--- src/rtl/udp_hdr_gen.sv ---
// Writes a 42-byte Ethernet/IPv4/UDP header into BRAM bytes 0..41.
// Optional `UDP_HDR_SEQ_EN adds an incrementing IPv4 identification.
module udp_hdr_gen #(
  parameter logic [47:0] MAC_DST     = 48'hFFFFFFFFFFFF,
  parameter logic [47:0] MAC_SRC     = 48'h020000000001,
  parameter logic [31:0] IP_SRC      = 32'h0A000001,
  parameter logic [31:0] IP_DST      = 32'h0A000002,
  parameter logic [15:0] UDP_SPORT   = 16'd5000,
  parameter logic [15:0] UDP_DPORT   = 16'd5000,
  parameter int          PAYLOAD_LEN = 512
) (
  input  logic        clk,
  input  logic        rst_n,
  input  logic        start,
  output logic        busy,
  output logic        done,
  output logic        wr_en,
  output logic [9:0]  wr_addr,
  output logic [7:0]  wr_data,
  output logic [15:0] seq
);

  typedef enum logic [2:0] {
    IDLE, SUM, FOLD, WRITE, DONE
  } state_t;

  localparam logic [15:0] TOT_LEN = 16'(28 + PAYLOAD_LEN);
  localparam logic [15:0] UDP_LEN = 16'(8 + PAYLOAD_LEN);

  state_t       state;
  logic [16:0]  acc;
  logic [15:0]  csum;
  logic [3:0]   idx;
  logic [15:0]  id;
  logic [15:0]  words [10];
  logic [41:0][7:0] hdr;
  logic [16:0]  f1;
  logic [15:0]  fold;
  logic [5:0]   nxt;
  logic [5:0]   bi;

`ifdef UDP_HDR_SEQ_EN
  logic [15:0] seq_cnt;

  always_ff @(posedge clk) begin
    if (!rst_n) begin
      seq_cnt <= '0;
      id      <= '0;
    end else begin
      if (state == IDLE && start)
        id <= seq_cnt;
      if (state == DONE)
        seq_cnt <= seq_cnt + 16'd1;
    end
  end
`else
  assign id = '0;
`endif

  assign seq = id;

  // checksum word is summed as zero
  assign words = '{
    16'h4500, TOT_LEN, id, 16'h4000,
    16'h4011, 16'h0000,
    IP_SRC[31:16], IP_SRC[15:0],
    IP_DST[31:16], IP_DST[15:0]
  };

  assign hdr = {
    MAC_DST, MAC_SRC, 16'h0800,
    16'h4500, TOT_LEN, id,
    16'h4000, 16'h4011, csum,
    IP_SRC, IP_DST,
    UDP_SPORT, UDP_DPORT,
    UDP_LEN, 16'h0000
  };

  assign f1   = {1'b0, acc[15:0]} + {16'b0, acc[16]};
  assign fold = f1[15:0] + {15'b0, f1[16]};

  assign nxt = (state == FOLD) ? 6'd0
                               : wr_addr[5:0] + 6'd1;
  assign bi  = 6'd41 - nxt;

  always_ff @(posedge clk) begin
    if (!rst_n) begin
      state   <= IDLE;
      busy    <= 1'b0;
      done    <= 1'b0;
      wr_en   <= 1'b0;
      wr_addr <= '0;
      wr_data <= '0;
      acc     <= '0;
      csum    <= '0;
      idx     <= '0;
    end else begin
      done <= 1'b0;
      unique case (state)
        IDLE: begin
          if (start) begin
            state <= SUM;
            busy  <= 1'b1;
            acc   <= '0;
            idx   <= '0;
          end
        end
        SUM: begin
          // carry of previous add folds back in
          acc <= {1'b0, acc[15:0]}
               + {16'b0, acc[16]}
               + {1'b0, words[idx]};
          if (idx == 4'd9)
            state <= FOLD;
          else
            idx <= idx + 4'd1;
        end
        FOLD: begin
          csum    <= ~fold;
          state   <= WRITE;
          wr_en   <= 1'b1;
          wr_addr <= {4'b0, nxt};
          wr_data <= hdr[bi];
        end
        WRITE: begin
          if (wr_addr == 10'd41) begin
            state <= DONE;
            wr_en <= 1'b0;
            busy  <= 1'b0;
            done  <= 1'b1;
          end else begin
            wr_addr <= {4'b0, nxt};
            wr_data <= hdr[bi];
          end
        end
        DONE: state <= IDLE;
        default: state <= IDLE;
      endcase
    end
  end

endmodule

--- config.mk ---
export PLATFORM = sky130hd
export DESIGN_NAME = udp_hdr_gen
export DESIGN_NICKNAME = d
export VERILOG_FILES = /design/src/rtl/udp_hdr_gen.sv
export SDC_FILE = /design/constraint.sdc
export NUM_CORES = 1
export LEC_CHECK = 0
export CAP_MARGIN = 15
export CORE_MARGIN = 3
export CORE_UTILIZATION = 40
export CTS_BUF_LIST = sky130_fd_sc_hd__clkbuf_8
export DETAILED_ROUTE_END_ITERATION = 10
export GPL_TIMING_DRIVEN = 1
export PLACE_DENSITY = 0.61
export SYNTH_ARGS = -nofsm -noshare
export SYNTH_HDL_FRONTEND = slang
export SYNTH_SLANG_ARGS = --single-unit
--- constraint.sdc ---
create_clock -name clk -period 9.05 [get_ports clk]
set_clock_uncertainty 0.05 [all_clocks]
set_input_delay 1.81 -clock clk [delete_from_list [all_inputs] [get_ports clk]]
set_output_delay 1.81 -clock clk [all_outputs]
set_load 0.01 [all_outputs]
After elaboration in Yosys (flattened, before gate mapping)
Memories as Yosys holds them, arrays and structs flattened.
Cells that the tools add are included.
W data, S select, Z words.
{"block": "totals", "ramBits": 0, "latchBits": 0, "input_bits": 3, "mem_bits_ro": 256, "mem_count": 1, "output_inout_bits": 37, "word_cells": 64, "regBits": 61}
{"block": "op_classes", "n_addsub": 6, "mux": 23, "eq_ne": 10, "n_reduce_logical": 11, "div": 0, "mul": 0, "n_shift": 0, "magnitude_cmp": 2, "bitwise_logic": 2}
{"memory": "(no name shown)", "depth": 16, "word_bits": 16, "rd": 1, "rd_ports_with_merged_regs": 0, "write_ports": 0, "line": "112", "rtl": "+ {1'b0, words[idx]};"}
{"operator": "$bmux W8 S6", "n": 1}
{"operator": "$pmux W17 S2", "n": 1}
{"operator": "$mux W16", "n": 2}
{"operator": "$pmux W10 S2", "n": 1}
{"operator": "$add A16 B1 Y17", "n": 1}
{"operator": "$add A17 B16 Y17", "n": 1}
{"operator": "$mux W17", "n": 1}
{"operator": "$add A16 B1 Y16", "n": 1}
{"operator": "$mux W8", "n": 2}
{"operator": "$not A16 Y16", "n": 1}
{"operator": "$pmux W8 S2", "n": 1}
{"operator": "$pmux W3 S4", "n": 1}
{"operator": "$eq A10 B6 Y1 const B", "n": 1}
{"operator": "$mux W10", "n": 1}
{"operator": "$ne A2 B2 Y1 const B", "n": 5}
{"operator": "$mux W3", "n": 3}
{"operator": "$reduce_and A3 Y1", "n": 3}
{"operator": "$mux W4", "n": 2}
{"operator": "$pmux W4 S2", "n": 1}
{"operator": "$reduce_and A2 Y1", "n": 4}
{"operator": "$lt A6 B7 Y1 const B", "n": 1}
{"operator": "$add A6 B1 Y6 const B", "n": 1}
{"operator": "$eq A3 B2 Y1 const B", "n": 2}
{"operator": "$mux W6", "n": 1}
{"operator": "10 further kinds", "n": 15}

Logic depth before layout (Yosys ltp)
Gate-level depths: netlist of run 1.
{"block": "logic_depth", "depth_word": 7, "mapped_depth": 14, "mapped_depth_nobuf": 14}

Worst setup path before layout of run 1
Ideal clock, no wire load.
{"block": "synth_path", "path_type": "flip-flop to flip-flop", "startpoint": "register wr_addr[1]", "endpoint": "register wr_data[0]", "setup_time_ns": 0.128, "arrival_ns": 2.823, "stages_incl_launch_ff": 12, "n_path_buf": 1, "setup_slack_ns": 6.049, "required_time_ns": 8.872, "period_less_slack_ns": 3.001, "path_cell_list": "dfxtp_1 -> inv_1 -> ha_1 -> nand2b_1 -> ha_1 -> buf_1 -> or3_1 -> a311oi_1 -> o21ai_0 -> a31o_2 -> a31oi_1 -> a31oi_1"}
{"block": "synth_via", "elab_chain_len": 7, "word_cells_on_any_way": 10, "classes_between": "add/sub (2); eq/ne (2); mux (5); reduce/logical (1)"}
{"element": "start: declaration", "line": "18", "rtl": "output logic [9:0] wr_addr,"}
{"element": "start signal: assignment", "line": "122", "rtl": "wr_addr <= {4'b0, nxt};"}
{"element": "start signal: assignment", "line": "132", "rtl": "wr_addr <= {4'b0, nxt};"}
{"element": "$add A6 B1 Y6", "line": "83", "rtl": ": wr_addr[5:0] + 6'd1;"}
{"element": "$mux W6", "line": "82", "rtl": "assign nxt = (state == FOLD) ? 6'd0"}
{"element": "$sub A6 B6 Y6", "line": "84", "rtl": "assign bi = 6'd41 - nxt;"}
{"element": "$bmux W8 S6", "line": "123, 133"}
{"element": "$mux W8 (implied by the code)", "line": "123, 133"}
{"element": "$mux W8", "line": "126", "rtl": "if (wr_addr == 10'd41) begin"}
{"element": "$pmux W8 S2", "line": "99", "rtl": "unique case (state)"}
{"element": "end signal: assignment", "line": "123", "rtl": "wr_data <= hdr[bi];"}
{"element": "end signal: assignment", "line": "133", "rtl": "wr_data <= hdr[bi];"}
{"element": "end: declaration", "line": "19", "rtl": "output logic [7:0] wr_data,"}
Several ways; a longest one is shown, not always the timed one. The select of a mux whose other input is x is not followed.
A chain may end at the register's enable or synchronous reset.

==> metrics.csv, run 1 <==
metric;value;unit
ys.warnings.count;0;
post_synth_num_cell_types;67;
fp-row-count;37;
critPathMaxStageDelay;0.92;ns
grt-ovfl-total;0;
drtIter0Drc;276;
die_y;109.5;um
numCtsBuffers;9;
cts.htree.levels;3;
clk_pin_slew;0.07;ns
drv_cap;0;
finalHoldViolations;0;
finalSetupViolations;0;
track_usage;0.1922;
wl;10800;um
grt_max_degree;32;
clock_sinks;57;
start_util;0.4132;
cp.arrival;4.50;ns
synth_edf_count;0;
num_io_pins;40;
cts_setup_buffers;0;
grt_pass1_vias;3722;
syn_area;0.004285;mm2
wl_per_cell;15.58;um
worst_ep_required_time;9.27;ns
post_cts_resized;0;
path_cells;clkdlybuf4s50_1, inv_1, nor3_1, nor2_1, o21ai_0, a21boi_1;
syn_area_per_cell;7.777;um2
port_buffers;19;
fmax;233.9;MHz
antenna_found_initial;0;
startpoint_type;input pin;
async_flop_share;0;
cp-end-kind;flip-flop;
ys_ff_latch;57;
fin_area;0.004668;mm2
clock_path_buffers;2;
tns;0;ns
placed_area;0.004473;mm2
timing.final.ws_setup;4.775;ns
die_x;109.5;um
dr.pass1.iters;5;
fp.dieArea;0.01199;mm2
gp_congestion;0.8964;
p_leak;1.810;nW
diodes;0;
synth.top_cell.area_share;0.2663;
worst_pin_slew;0.9471;ns
power_density;158.7;mW/mm2
maxSlewViolCount;0;
core;0.01037;mm2
synth_area_leaders;dfxtp_1, ha_1, nor2_1;
cts_hold_buf;0;
max-vdd-ir-drop;0.06823;mV
yosysTopAreaCell;dfxtp_1;
hold_path.class;flip-flop to flip-flop;
clock-root-buffer;clkbuf_8;
synth_flop_cell;dfxtp_1;
syn_to_final_growth;8.934;%
slowest_stage;clkdlybuf4s50_1;
path_class;input pin to flip-flop;
cts_tree;yes;
hpwl;8003;um
synth_cells;551;
critPathMaxFanout;29;
via_per_inst;5.620;
grt_setup_unrepaired;false;
synth_seq_area_share;0.2663;
drcViolationCount;0;
status;finished clean;
vias;3895;
relSlewSlack;0.3679;
fin_crit;4.275;ns
clk_latency;0.34;ns
grt_pass1_wl;18260;um
nNetsFinal;583;
final_layout_size_suffix_gt1_frac;0.05386;
ant_nets;0;
power.total;0.7407;mW
place_ws;4.299;ns
nFillCells;1057;
finalCritPeriodShare;0.4724;
-- registers in the layout, indices dropped and copies added (netlist names) --
signal   count
wr_en        1
busy         1
csum        16
state        3
wr_addr      6
wr_data      8
idx          4
done         1
acc         17
-- cell type report --
type	count	area (um2)	area share
multi-input cells	450	2904	0.6221
inverters	14	52.55	0.01126
repair buffers	21	205.2	0.04396
clock buffers	11	151.4	0.03243
clock inverters	4	43.79	0.009381
well taps	136	170.2	0.03645
flip-flops and latches	57	1141	0.2444
-- critical path, delay by kind of cell --
| kind | cells | cell delay (ns) |
|---|---|---|
| buf+inv | 2 | 1.55 |
| simple gates | 2 | 0.88 |
| compound gates | 2 | 0.25 |
-- cell families (layout without fill, tap and decap cells) --
| family | count (synthesis) | count (layout) | synth area share |
|---|---|---|---|
| buffers and inverters | 63 | 50 | 0.07387 |
| multiplexers | 3 | 3 | 0.007299 |
| AND/OR/NAND/NOR | 200 | 200 | 0.2339 |
| AO/OA/AOI/OAI | 155 | 155 | 0.2420 |
| other | 1 | 20 | 0.0008751 |
| flip-flops | 57 | 57 | 0.2663 |
| adder cells (fa/ha/maj) | 27 | 27 | 0.08058 |
| XOR/XNOR | 45 | 45 | 0.09518 |
-- cell usage after synthesis (all sizes together), types with 3 or more instances --
master / instances
nor2: 60
dfxtp: 57
o21ai: 40
nand2: 38
a21oi: 28
buf: 26
ha: 26
clkbuf: 23
nand3: 22
xnor2: 22
xor2: 22
a211oi: 15
inv: 14
nor3: 12
a31oi: 11
nand4: 11
a22oi: 10
or3: 9
a21o: 7
nor2b: 7
nor3b: 7
a21boi: 6
and3: 6
nand2b: 5
o211ai: 5
o21a: 5
or2: 5
and2: 4
a221oi: 3
nor4: 3
-- metal layers --
metal  GRT usage  vias up  routed length (um)
li1            -     1957                   -
met1      0.2493     1814                5037
met2      0.3025       95                4903
met3     0.03876       29                 446
met4     0.09617        0                 408
met5           0        -                   0
-- power by group --
group	leakage, nW	switching [mW]	internal, mW
combinational	1.24	0.120	0.0773
sequential	0.464	0.0222	0.275
clock	0.106	0.108	0.139
total	1.81	0.250	0.491
-- stage by stage --
step	hold slack, ns	std cells	util
after floorplan	0.3777	570	-
after global placement	0.3888	678	0.4313
after detailed placement	0.4032	678	0.4313
after CTS	0.4137	693	0.4502
after global routing	0.4535	693	0.4502
final	0.4107	693	0.4502
-- final timing paths --
check	startpoint	to	slack (ns)	depth (start not counted)
setup / recovery	rst_n	acc[12]	4.78	6
hold reg to reg	acc[15]	acc[15]	0.41	2
hold / removal	acc[15]	acc[15]	0.41	2
setup reg to reg	acc[16]	csum[10]	5.41	12
-- cell usage in the layout, fill, tap and decap left out, types with 5 or more instances in the layout --
cell             netlist  layout
nor3_1                12      12
inv_1                 14      15
nor2_1                60      60
a21oi_1               28      28
o21a_1                 5       5
xor2_1                22      22
or3_1                  9       9
a22oi_1               10      10
nand4_1               11      11
o211ai_1               5       5
clkdlybuf4s50_1        0      19
ha_1                  26      26
xnor2_1               22      22
nand3_1               22      22
dfxtp_1               57      57
a31oi_1               11      11
nand2_1               38      38
nor3b_1                7       6
a211oi_1              15      15
a21boi_0               5       5
nor2b_1                7       7
o21ai_0               37      37
a21o_1                 7       7
and3_1                 6       6
nand2b_1               5       5
clkbuf_8               0      11
conb_1                 1      20
Note: power is estimated with default switching activity, not from simulation.
==> inputs of run 2 (changes only) <==
--- a/config.mk
+++ b/config.mk
@@ -11,7 +11,7 @@
 export CTS_BUF_LIST = sky130_fd_sc_hd__clkbuf_8
 export DETAILED_ROUTE_END_ITERATION = 10
 export GPL_TIMING_DRIVEN = 1
-export PLACE_DENSITY = 0.61
+export PLACE_DENSITY = 0.63
 export SYNTH_ARGS = -nofsm -noshare
 export SYNTH_HDL_FRONTEND = slang
 export SYNTH_SLANG_ARGS = --single-unit
==> constraint.sdc (replaced) <==
create_clock -name clk -period 3.7 [get_ports clk]
set_clock_uncertainty 0.05 [all_clocks]
set_input_delay 0.74 -clock clk [delete_from_list [all_inputs] [get_ports clk]]
set_output_delay 0.74 -clock clk [all_outputs]
set_load 0.01 [all_outputs]
==> metrics.csv, run 2 (synthesized netlist as in run 1, its figures left out) <==
metric;value;unit
status;finished clean;
dr.pass1.iters;5;
wl;11160;um
critPathMaxFanout;14;
grt-ovfl-total;0;
cp-end-kind;flip-flop;
grtUsageMet1;0.2499;
finalSetupViolations;0;
timing.critical_path.mode_cell;ha_1;
drv_cap;0;
ant_nets;0;
clock-root-buffer;clkbuf_8;
finalCritPeriodShare;0.9060;
diodes;0;
p_sw_frac;0.3356;
tns;0;ns
fin_crit;3.352;ns
nNetsFinal;592;
power_density;392.2;mW/mm2
port_buffers;19;
switching_power;0.6254;mW
use_met2;0.3282;
relSlewSlack;0.2107;
drtIter0Drc;277;
grt_setup_unrepaired;false;
finalHoldViolations;0;
final_layout_size_suffix_gt1_frac;0.07055;
post_cts_resized;0;
intPower;1.238;mW
cts_tree;yes;
start_util;0.4132;
clk_latency;0.35;ns
grt_max_degree;32;
seqPwrFrac;0.389;
grt_pass1_vias;3683;
final_common_cell;nor2_1;
top_usage_layer;met2;
max-vdd-ir-drop;0.2096;mV
antenna_found_initial;0;
cts_hold_buf;0;
cts_setup_buffers;0;
hold_path.class;flip-flop to flip-flop;
drcViolationCount;0;
numCtsBuffers;9;
path_class;flip-flop to flip-flop;
p_leak;1.859;nW
largest_register_ffs;17;
clock_path_buffers;2;
cts.htree.levels;3;
critPathMaxStageDelay;0.63;ns
core;0.01037;mm2
slowest_stage;dfxtp_1;
combPwrFrac;0.264;
die_y;109.5;um
largest_register;acc;
placed_area;0.004541;mm2
cp.arrival;3.51;ns
maxSlewViolCount;0;
worst_pin_slew;1.175;ns
path_cells;ha_1, nand2b_1, ha_1, or3_1, a311oi_1, o21ai_0, a31oi_1, a21oi_1;
timing.final.ws_setup;0.3478;ns
hpwl;8502;um
largestRegisters;acc: 17 flops, csum: 16 flops, wr_data: 8 flops;
wl_per_cell;15.87;um
clk_pin_slew;0.08;ns
via_per_inst;5.605;
power_frac_clock;0.347;
gp_congestion;0.9184;
clock_sinks;57;
regToRegSetupSlack;0.35;ns
num_io_pins;40;
fin_area;0.004751;mm2
fp.dieArea;0.01199;mm2
place_ws;0.3527;ns
syn_to_final_growth;10.86;%
fp-row-count;37;
vias;3940;
worst_ep_required_time;3.86;ns
mostFrequentLayoutCells;nor2_1, dfxtp_1, nand2_1;
use_met3;0.03641;
startpoint_type;flip-flop;
die_x;109.5;um
grt_pass1_wl;18440;um
whs;0.4042;ns
track_usage;0.1953;
fmax;298.3;MHz
==> run 2: changes by cell type in the layout (fill, tap and decap cells not counted), sizes merged <==
cell	previous run	this run
buf	2	11
bufinv	1	2
clkbuf	11	9
clkinv	2	3
clkinvlp	0	1
==> run 2: area by class of cell <==
cell class / instances / area [um2]
Sequential cell: 57 / 1141
Fill cell: 1028 / 5619
Clock inverter: 7 / 86.33
Multi-Input combinational cell: 450 / 2904
Clock buffer: 9 / 123.9
Inverter: 14 / 52.55
Timing Repair Buffer: 30 / 272.8
Tap cell: 136 / 170.2
==> run 2: final timing paths <==
check	from	end	cells past startpoint
worst max-delay path	wr_addr[0]	wr_data[7]	8
worst min-delay path	acc[15]	acc[15]	2
worst max register to register	wr_addr[0]	wr_data[7]	8
worst min register to register	acc[15]	acc[15]	2
==> run 2: worst max-delay path: cells and delay by family (launching register included) <==
kind	cells	cell delay (ns)
simple gates	2	0.63
fa+ha+maj	2	0.74
compound gates	4	1.15
flops	1	0.63
==> run 2: routing by layer <==
layer / part of all wire / routed length (um)
met4: 0.024 / 267
met1: 0.45 / 5033
met5: 0 / 0
met3: 0.047 / 525
met2: 0.48 / 5332
==> run 2: through the flow <==
| stage | power, mW | util | cells |
|---|---|---|---|
| floorplan | 1.095 | - | 570 |
| global route | 1.969 | 0.4581 | 703 |
| detailed placement | 1.228 | 0.4379 | 687 |
| global placement | 1.223 | 0.4379 | 687 |
| finish | 1.863 | 0.4581 | 703 |
| CTS | 1.873 | 0.4581 | 703 |
==> run 2: power groups by stage <==
stage / clock network (mW) / logic (mW) / registers (mW)
6_report: 0.646 / 0.492 / 0.725
2_1_floorplan: 0 / 0.371 / 0.724
4_1_cts: 0.656 / 0.492 / 0.725
5_1_grt: 0.685 / 0.550 / 0.733
3_5_place_dp: 0 / 0.490 / 0.739
3_3_place_gp: 0 / 0.486 / 0.737
